**config.mk**
```make
export PLATFORM = sky130hd
export DESIGN_NAME = relprime_engine_flat
export DESIGN_NICKNAME = d
export VERILOG_FILES = /design/src/rtl/relprime_engine_if.sv /design/src/rtl/relprime_engine.sv /design/src/flat_wrapper.sv
export SDC_FILE = /design/constraint.sdc
export NUM_CORES = 1
export LEC_CHECK = 0
export BUFFER_PORTS_ARGS = -buffer_cell sky130_fd_sc_hd__buf_2
export CAP_MARGIN = 10
export CORE_MARGIN = 10
export CORE_UTILIZATION = 25
export DETAILED_ROUTE_END_ITERATION = 6
export PLACE_DENSITY_LB_ADDON = 0.05
export SYNTH_ARGS = -nofsm -noshare
export SYNTH_HDL_FRONTEND = slang
export SYNTH_SLANG_ARGS = --single-unit
export TNS_END_PERCENT = 10
```
**constraint.sdc**
```tcl
create_clock -name CLK -period 7.3 [get_ports CLK]
set_clock_uncertainty 0.05 [all_clocks]
set_input_delay 1.46 -clock CLK [delete_from_list [all_inputs] [get_ports CLK]]
set_output_delay 1.46 -clock CLK [all_outputs]
set_load 0.02 [all_outputs]
```
**src/rtl/relprime_engine_if.sv**
```systemverilog
// Start/busy/done handshake bundle for relprime_engine.
// The steps signal exists only when RELPRIME_STEP_COUNT_EN is defined.
interface relprime_engine_if #(
  parameter int WIDTH     = 16,
  parameter int CNT_WIDTH = 32
);
  logic             start;
  logic [WIDTH-1:0] n_in;
  logic [WIDTH-1:0] result;
  logic             busy;
  logic             done;
  logic             err;
`ifdef RELPRIME_STEP_COUNT_EN
  logic [CNT_WIDTH-1:0] steps;

  modport master (output start, n_in, input result, busy, done, err, steps);
  modport slave  (input start, n_in, output result, busy, done, err, steps);
`else
  modport master (output start, n_in, input result, busy, done, err);
  modport slave  (input start, n_in, output result, busy, done, err);
`endif
endinterface

```
**src/rtl/relprime_engine.sv**
```systemverilog
// Finds the smallest m >= M_START with gcd(N, m) == 1 using a subtractive Euclid loop.
// Define RELPRIME_STEP_COUNT_EN to add the GCD step counter on bus.steps.
module relprime_engine #(
  parameter int WIDTH     = 16,
  parameter int M_START   = 2,
  parameter int CNT_WIDTH = 32
) (
  input  logic              CLK,
  input  logic              RST,
  relprime_engine_if.slave  bus
);
  typedef enum logic [2:0] {S_IDLE, S_LOAD, S_GCD, S_CHECK, S_DONE} state_t;

  localparam logic [WIDTH-1:0] M_INIT   = WIDTH'(M_START);
  localparam logic [WIDTH-1:0] ALL_ONES = '1;

  state_t           r_state;
  logic [WIDTH-1:0] r_n, r_m, r_a, r_b, r_result;
  logic             r_busy, r_done, r_err;
  logic             w_accept;

  assign w_accept = bus.start && (r_state == S_IDLE || r_state == S_DONE);

  always_ff @(posedge CLK or posedge RST) begin
    if (RST) begin
      r_state  <= S_IDLE;
      r_n      <= '0;
      r_m      <= '0;
      r_a      <= '0;
      r_b      <= '0;
      r_result <= '0;
      r_busy   <= 1'b0;
      r_done   <= 1'b0;
      r_err    <= 1'b0;
    end else begin
      r_done <= 1'b0;
      case (r_state)
        S_IDLE, S_DONE: begin
          if (w_accept) begin
            r_n     <= bus.n_in;
            r_m     <= M_INIT;
            r_err   <= 1'b0;
            r_busy  <= 1'b1;
            r_state <= S_LOAD;
          end else begin
            r_state <= S_IDLE;
          end
        end
        S_LOAD: begin
          // N == 0 shares a factor with every candidate, so there is no answer
          if (r_n == '0) begin
            r_result <= '0;
            r_err    <= 1'b1;
            r_busy   <= 1'b0;
            r_done   <= 1'b1;
            r_state  <= S_DONE;
          end else begin
            r_a     <= r_n;
            r_b     <= r_m;
            r_state <= S_GCD;
          end
        end
        S_GCD: begin
          if (r_b == '0) begin
            r_state <= S_CHECK;
          end else if (r_a >= r_b) begin
            r_a <= r_a - r_b;
          end else begin
            r_a <= r_b;
            r_b <= r_a;
          end
        end
        S_CHECK: begin
          if (r_a == WIDTH'(1)) begin
            r_result <= r_m;
            r_err    <= 1'b0;
            r_busy   <= 1'b0;
            r_done   <= 1'b1;
            r_state  <= S_DONE;
          end else if (r_m == ALL_ONES) begin
            // candidate space exhausted; never wrap back to 0
            r_result <= '0;
            r_err    <= 1'b1;
            r_busy   <= 1'b0;
            r_done   <= 1'b1;
            r_state  <= S_DONE;
          end else begin
            r_m     <= r_m + WIDTH'(1);
            r_state <= S_LOAD;
          end
        end
        default: r_state <= S_IDLE;
      endcase
    end
  end

  assign bus.result = r_result;
  assign bus.busy   = r_busy;
  assign bus.done   = r_done;
  assign bus.err    = r_err;

`ifdef RELPRIME_STEP_COUNT_EN
  logic [CNT_WIDTH-1:0] r_cnt, r_steps;
  logic                 w_enter_done;

  assign w_enter_done = (r_state == S_LOAD && r_n == '0) ||
                        (r_state == S_CHECK && (r_a == WIDTH'(1) || r_m == ALL_ONES));

  always_ff @(posedge CLK or posedge RST) begin
    if (RST) begin
      r_cnt   <= '0;
      r_steps <= '0;
    end else begin
      if (w_accept)
        r_cnt <= '0;
      else if (r_state == S_GCD && r_b != '0 && r_cnt != '1)
        r_cnt <= r_cnt + CNT_WIDTH'(1);
      if (w_enter_done)
        r_steps <= r_cnt;
    end
  end

  assign bus.steps = r_steps;
`endif
endmodule

```
**src/flat_wrapper.sv**
```systemverilog
// flat-port wrapper written by rule: the top's interface ports become plain ports
module relprime_engine_flat 
#(
  parameter int WIDTH     = 16,
  parameter int M_START   = 2,
  parameter int CNT_WIDTH = 32
)
  (CLK, RST, bus_start, bus_n_in, bus_result, bus_busy, bus_done, bus_err);
  relprime_engine_if #(.WIDTH(WIDTH), .CNT_WIDTH(CNT_WIDTH)) bus_i ();
  input  logic CLK;
  input  logic RST;
  input wire logic [$bits(bus_i.start)-1:0] bus_start;
  input wire logic [$bits(bus_i.n_in)-1:0] bus_n_in;
  output wire logic [$bits(bus_i.result)-1:0] bus_result;
  output wire logic [$bits(bus_i.busy)-1:0] bus_busy;
  output wire logic [$bits(bus_i.done)-1:0] bus_done;
  output wire logic [$bits(bus_i.err)-1:0] bus_err;
  assign bus_i.start = bus_start;
  assign bus_i.n_in = bus_n_in;
  assign bus_result = bus_i.result;
  assign bus_busy = bus_i.busy;
  assign bus_done = bus_i.done;
  assign bus_err = bus_i.err;
  relprime_engine #(.WIDTH(WIDTH), .M_START(M_START), .CNT_WIDTH(CNT_WIDTH)) u_core (.CLK(CLK), .RST(RST), .bus(bus_i));
endmodule
```
=== Yosys cells after proc, flatten, opt, wreduce, memory -nomap -nowiden ===
Cells that the tools add are included.

* Flip-flop bits (word level): 86
* Word-level logic and storage cells: 79
* Input port bits: 19

* Magnitude comparators: 1
* Muxes and demuxes: 36
* Equal/unequal tests: 15
* Reduce and logical (&&, ||, !) cells: 16
* Add/sub/neg operators: 2

{| class="wikitable"
|+ Operator list
! operator !! count
|-
| $mux 16 || 12
|-
| $pmux 16 s2 || 4
|-
| $logic_not 16->1 || 2
|-
| $add 16x1->16 const B || 1
|-
| $eq 16x1->1 const B || 1
|-
| $eq 16x16->1 const B || 1
|-
| $ge 16x16->1 || 1
|-
| $sub 16x16->16 || 1
|-
| $mux 1 || 12
|-
| $mux 3 || 4
|-
| $pmux 3 s4 || 1
|-
| $reduce_and 4->1 || 3
|-
| $ne 2x2->1 const B || 5
|-
| $eq 3x2->1 const B || 2
|-
| $ne 2x1->1 const B || 3
|-
| $pmux 1 s3 || 2
|-
| $reduce_and 3->1 || 2
|-
| $reduce_bool 2->1 || 3
|-
| $eq 3x1->1 const B || 1
|-
| $eq 3x3->1 const B || 1
|-
| $logic_not 3->1 || 1
|-
| $ne 3x1->1 const B || 1
|-
| $reduce_bool 3->1 || 1
|-
| $pmux 1 s2 || 1
|-
| 4 further kinds || 4
|}

=== Logic depth before layout (Yosys ltp) ===
* Word-level depth: 5
* Depth in mapped cells: 13
* Mapped depth without buffers: 11

=== Worst setup path after synthesis ===
No wires, ideal clock.

* Kind: reg-to-reg
* Start point: register u_core.r_b[0]
* End point: register u_core.r_a[0]
* Data required time: 7.118 ns
* Cell stages (with the launch flop): 12
* Setup slack: 4.741 ns
* Setup time: 0.132 ns
* Arrival time: 2.377 ns
* Cells stage by stage: dfrtp_1 > ha_1 > fa_1 > nand2b_1 > a211oi_1 > o311ai_1 > a21o_1 > and2_4 > buf_6 > buf_4 > a211oi_2 > o22ai_1

* Longest elaborated chain between the ends: 4
* Elaborated cells between the ends (all ways): 8
* Those cells by class: add/sub (1); order compare (1); eq/ne (1); mux (3); reduce/logical (2)

{| class="wikitable"
|+ Ends and longest elaborated chain
! element !! line !! RTL
|-
| start: declaration || relprime_engine.sv:18 || <nowiki>logic [WIDTH-1:0] r_n, r_m, r_a, r_b, r_result;</nowiki>
|-
| start signal: assignment || relprime_engine.sv:59 || <nowiki>r_b <= r_m;</nowiki>
|-
| start signal: assignment || relprime_engine.sv:70 || <nowiki>r_b <= r_a;</nowiki>
|-
| $sub 16x16->16 / $ge 16x16->1 (equally long branches) || relprime_engine.sv:67, relprime_engine.sv:66 ||
|-
| $mux 16 || relprime_engine.sv:66 || <nowiki>end else if (r_a >= r_b) begin</nowiki>
|-
| $mux 16 || relprime_engine.sv:64 || <nowiki>if (r_b == '0) begin</nowiki>
|-
| $pmux 16 s2 || relprime_engine.sv:37 || <nowiki>case (r_state)</nowiki>
|-
| end signal: assignment || relprime_engine.sv:58 || <nowiki>r_a <= r_n;</nowiki>
|-
| end signal: assignment || relprime_engine.sv:67 || <nowiki>r_a <= r_a - r_b;</nowiki>
|-
| end signal: assignment || relprime_engine.sv:69 || <nowiki>r_a <= r_b;</nowiki>
|-
| end: declaration || relprime_engine.sv:18 ||
|}

Parallel ways exist; a longest one is shown, timed or not. The select of a mux whose other input is x is not followed.
A chain may end at the register's enable or synchronous reset.

=== Worst setup path after layout ===
* Start point: register u_core.r_b[2]
* End point: register u_core.r_b[15]

* Longest elaborated chain between the ends: 3
* Elaborated cells between the ends (all ways): 5
* Those cells by class: order compare (1); eq/ne (2); reduce/logical (2)

{| class="wikitable"
|+ Ends and longest elaborated chain
! element !! line
|-
| $ge 16x16->1 / $logic_not 16->1 (equally long branches) || relprime_engine.sv:66, relprime_engine.sv:64
|-
| $ne 2x2->1 (no source line) || --
|-
| $reduce_and 4->1 (no source line) * || --
|}

Mark *: on every way between the ends. The rest lies on a longest branch, timed or not.

==> flow_summary.toml <==
[worst_hold_path]
hold_path_depth = 1
min_from = "u_core.bus.err"
hold_path.class = "flip-flop to flip-flop"
worstHoldEndpoint = "u_core.bus.err"

[global_route]
grt_pass1_wl_mm = 25.0
grt_pass1_vias = 4115
antenna_found_initial = 0
grt_max_degree = 58
overflow = 0
grt_use_total_pct = 13.0

[timing]
worst_slack_ns = 4.04
timing.setup.tns_ns = 0
tightest_slew_ns = 1.13
maxSlewViolCount = 0
hold_viol = 0
fmax_mhz = 306
rsz0062_at_grt = "false"
slew_headroom_pct = 24.5
post-route-min-period_ns = 3.26
fin_crit_sh_pct = 44.7
setup_viol = 0

[flow_run]
cap_violations = 0

[setup_path]
critical_path_arrival_ns = 3.39
timing_worst_setup_path_type = "flip-flop to flip-flop"
reg2reg_depth = 10
cp.required_ns = 7.43
r2r_slack_ns = 4.04
rr_startpoint = "u_core.r_b[2]"
crit_fanout = 31
r2r-end = "u_core.r_b[15]"
cp-end-kind = "flip-flop"
startpoint = "u_core.r_b[2]"
startpoint_type = "flip-flop"

[die]
die_h_um = 158
rows = 50
die_area_sq_mm = 0.0249
core_sq_mm = 0.0187
boundaryPins = 38
start_util_pct = 25.4
fp.dieW_um = 158

[cts]
post_cts_buffers = 0
cts-buffers-inserted = 9
insertion_delay_ns = 0.35
path_clk_slew_ns = 0.07
cts_root_buffer = "clkbuf_16"
cts_htree_levels = 3
cts_hold_buffers = 0
clk_path_buf_depth = 2
clkSinkCount = 86
cts_resized = 0
cts_tree = "built"

[layout]
areaGrowthSynthToFinish_pct = 14.6
drive_gt1_share_pct = 12.5
final_util_pct = 29.1
fillers = 1996
antenna_cells = 0
final_net_count = 598

[logic_synthesis]
synth-edff-count = 0
synth_top_area_share_pct = 45.3
synth.distinct_cells = 58
postSynthAreaPerCell_sq_um = 8.89
netlist_area_sq_mm = 0.00475
yosysTopAreaCell = "dfrtp_1"
yosys-top-cells-area = "dfrtp_1 (45%), nand2_1 (6.1%), nor2_1 (4.6%)"
synth-seq-cells = 86
yosysWarnings = 0
ys.flop_type = "dfrtp_1"
ys_async_sr_fraction_pct = 100
ys_seq_area_share_pct = 45.3
synthCells = 535
synth_nets = 572

[drt]
num_vias = 4003
drtAntennaViolNets = 0
drc = 0
wire_per_inst_um = 19.3
viasPerCell = 5.00
first_pass_iters = 4
wl_mm = 15.4
drtIter0Drc = 235

[placement]
place_ws_ns = 4.04
gp_congestion = 0.753
place_hpwl_mm = 11.3
port_buffers = 37

[outcome]
status = "finished clean"

[power]
powerDensity_mw_per_mm2 = 513
ir_worst_vdd_mv = 0.140
power_leakage_nw = 2.51
==> metal layers <==
metal / vias up / global-route usage (%) / share of wire [%]
li1: 1956 / - / -
met1: 1978 / 17.8 / 49
met2: 55 / 20.5 / 47
met3: 14 / 2.36 / 2.9
met4: 0 / 3.43 / 1.2
met5: - / 0 / 0
==> flip-flops by register name, indices dropped and copies added (netlist names) <==
| register | flops |
|---|---|
| u_core.bus.result | 16 |
| u_core.r_a | 16 |
| u_core.bus.err | 1 |
| u_core.bus.busy | 1 |
| u_core.r_b | 16 |
| u_core.r_n | 16 |
| u_core.r_state | 3 |
| u_core.r_m | 16 |
| u_core.bus.done | 1 |
==> worst max path at each step <==
stage,endpoint,slack [ns],cells past startpoint
3_3_place_gp,u_core.r_b[13],4.05,10
3_5_place_dp,u_core.r_b[15],4.04,10
6_report,u_core.r_b[15],4.04,10
4_1_cts,u_core.r_b[15],4.02,10
5_1_grt,u_core.r_b[5],3.72,10
2_1_floorplan,u_core.bus.busy,3.57,1
==> through the flow <==
step | instances | power (mW) | hold slack (ns) | area, sq um
2_1_floorplan | 535 | 1.93 | 0.411 | 4750
3_3_place_gp | 783 | 2.32 | 0.420 | 5120
3_5_place_dp | 783 | 2.32 | 0.422 | 5120
4_1_cts | 799 | 2.83 | 0.437 | 5440
5_1_grt | 800 | 3.06 | 0.449 | 5450
6_report | 800 | 2.80 | 0.436 | 5450
==> worst max-delay path: stages, from the launching register on <==
cell and delay [ns]:
dfrtp_1 0.45, inv_1 0.07, ha_1 0.37, and4_1 0.24, and3_1 0.18, o311ai_1 0.34, a21o_1 0.20, and2_4 0.36
nand2_1 0.47, o22ai_1 0.27, a21oi_1 0.09
==> kinds of logic after synthesis <==
family	synth area share (%)
AND/OR/NAND/NOR	20.9
AO/OA/AOI/OAI	20.4
flip-flops	45.3
buffers and inverters	4.71
adder cells (fa/ha/maj)	4.89
XOR/XNOR	3.13
multiplexers	0.658
==> layout make-up <==
cell class,instances,area (sq um),area share (%)
clock inverters,4,53.8,0.987
repair buffers,40,211,3.88
multi-input cells,399,2380,43.6
well taps,234,293,5.37
inverters,25,95.1,1.74
clock buffers,12,267,4.89
flip-flops and latches,86,2150,39.5
==> power by group <==
| group | internal (mW) | switching [mW] | leakage [nW] |
|---|---|---|---|
| registers | 0.637 | 0.210 | 1.09 |
| logic | 0.542 | 0.913 | 1.27 |
| clock network | 0.294 | 0.202 | 0.151 |
| total | 1.47 | 1.32 | 2.51 |
==> cells in the final DEF, fill, tap and decap left out, types with 3 or more instances in the layout <==
master | synthesis | layout
dfrtp_1 | 86 | 86
nand2_1 | 77 | 77
nor2_1 | 58 | 58
a21oi_1 | 38 | 38
buf_2 | 2 | 37
o21ai_0 | 28 | 28
inv_1 | 24 | 23
o22ai_1 | 20 | 20
a22o_1 | 17 | 17
ha_1 | 17 | 17
nand3_1 | 14 | 14
xor2_1 | 13 | 13
nor4_1 | 11 | 11
nand4_1 | 11 | 11
a21o_1 | 9 | 9
clkbuf_16 | 0 | 9
a211oi_1 | 8 | 8
nand2b_1 | 6 | 6
a31oi_1 | 6 | 6
o21ai_1 | 6 | 6
and3_1 | 5 | 5
nor2b_1 | 5 | 5
nor3_1 | 5 | 5
xnor2_1 | 4 | 4
and2_1 | 3 | 3
clkbuf_8 | 0 | 3
==> cells in the mapped netlist, drive strengths merged, types with 3 or more instances <==
| cell type | instances |
|---|---|
| dfrtp | 86 |
| nand2 | 77 |
| nor2 | 59 |
| a21oi | 38 |
| o21ai | 34 |
| inv | 25 |
| o22ai | 20 |
| a22o | 17 |
| clkbuf | 17 |
| ha | 17 |
| nand3 | 16 |
| xor2 | 13 |
| nand4 | 11 |
| nor4 | 11 |
| a211oi | 10 |
| a21o | 9 |
| buf | 8 |
| and3 | 7 |
| a31oi | 6 |
| nand2b | 6 |
| nor2b | 5 |
| nor3 | 5 |
| and2 | 4 |
| xnor2 | 4 |
| o21a | 3 |
Power figures use the tool's default switching activity.
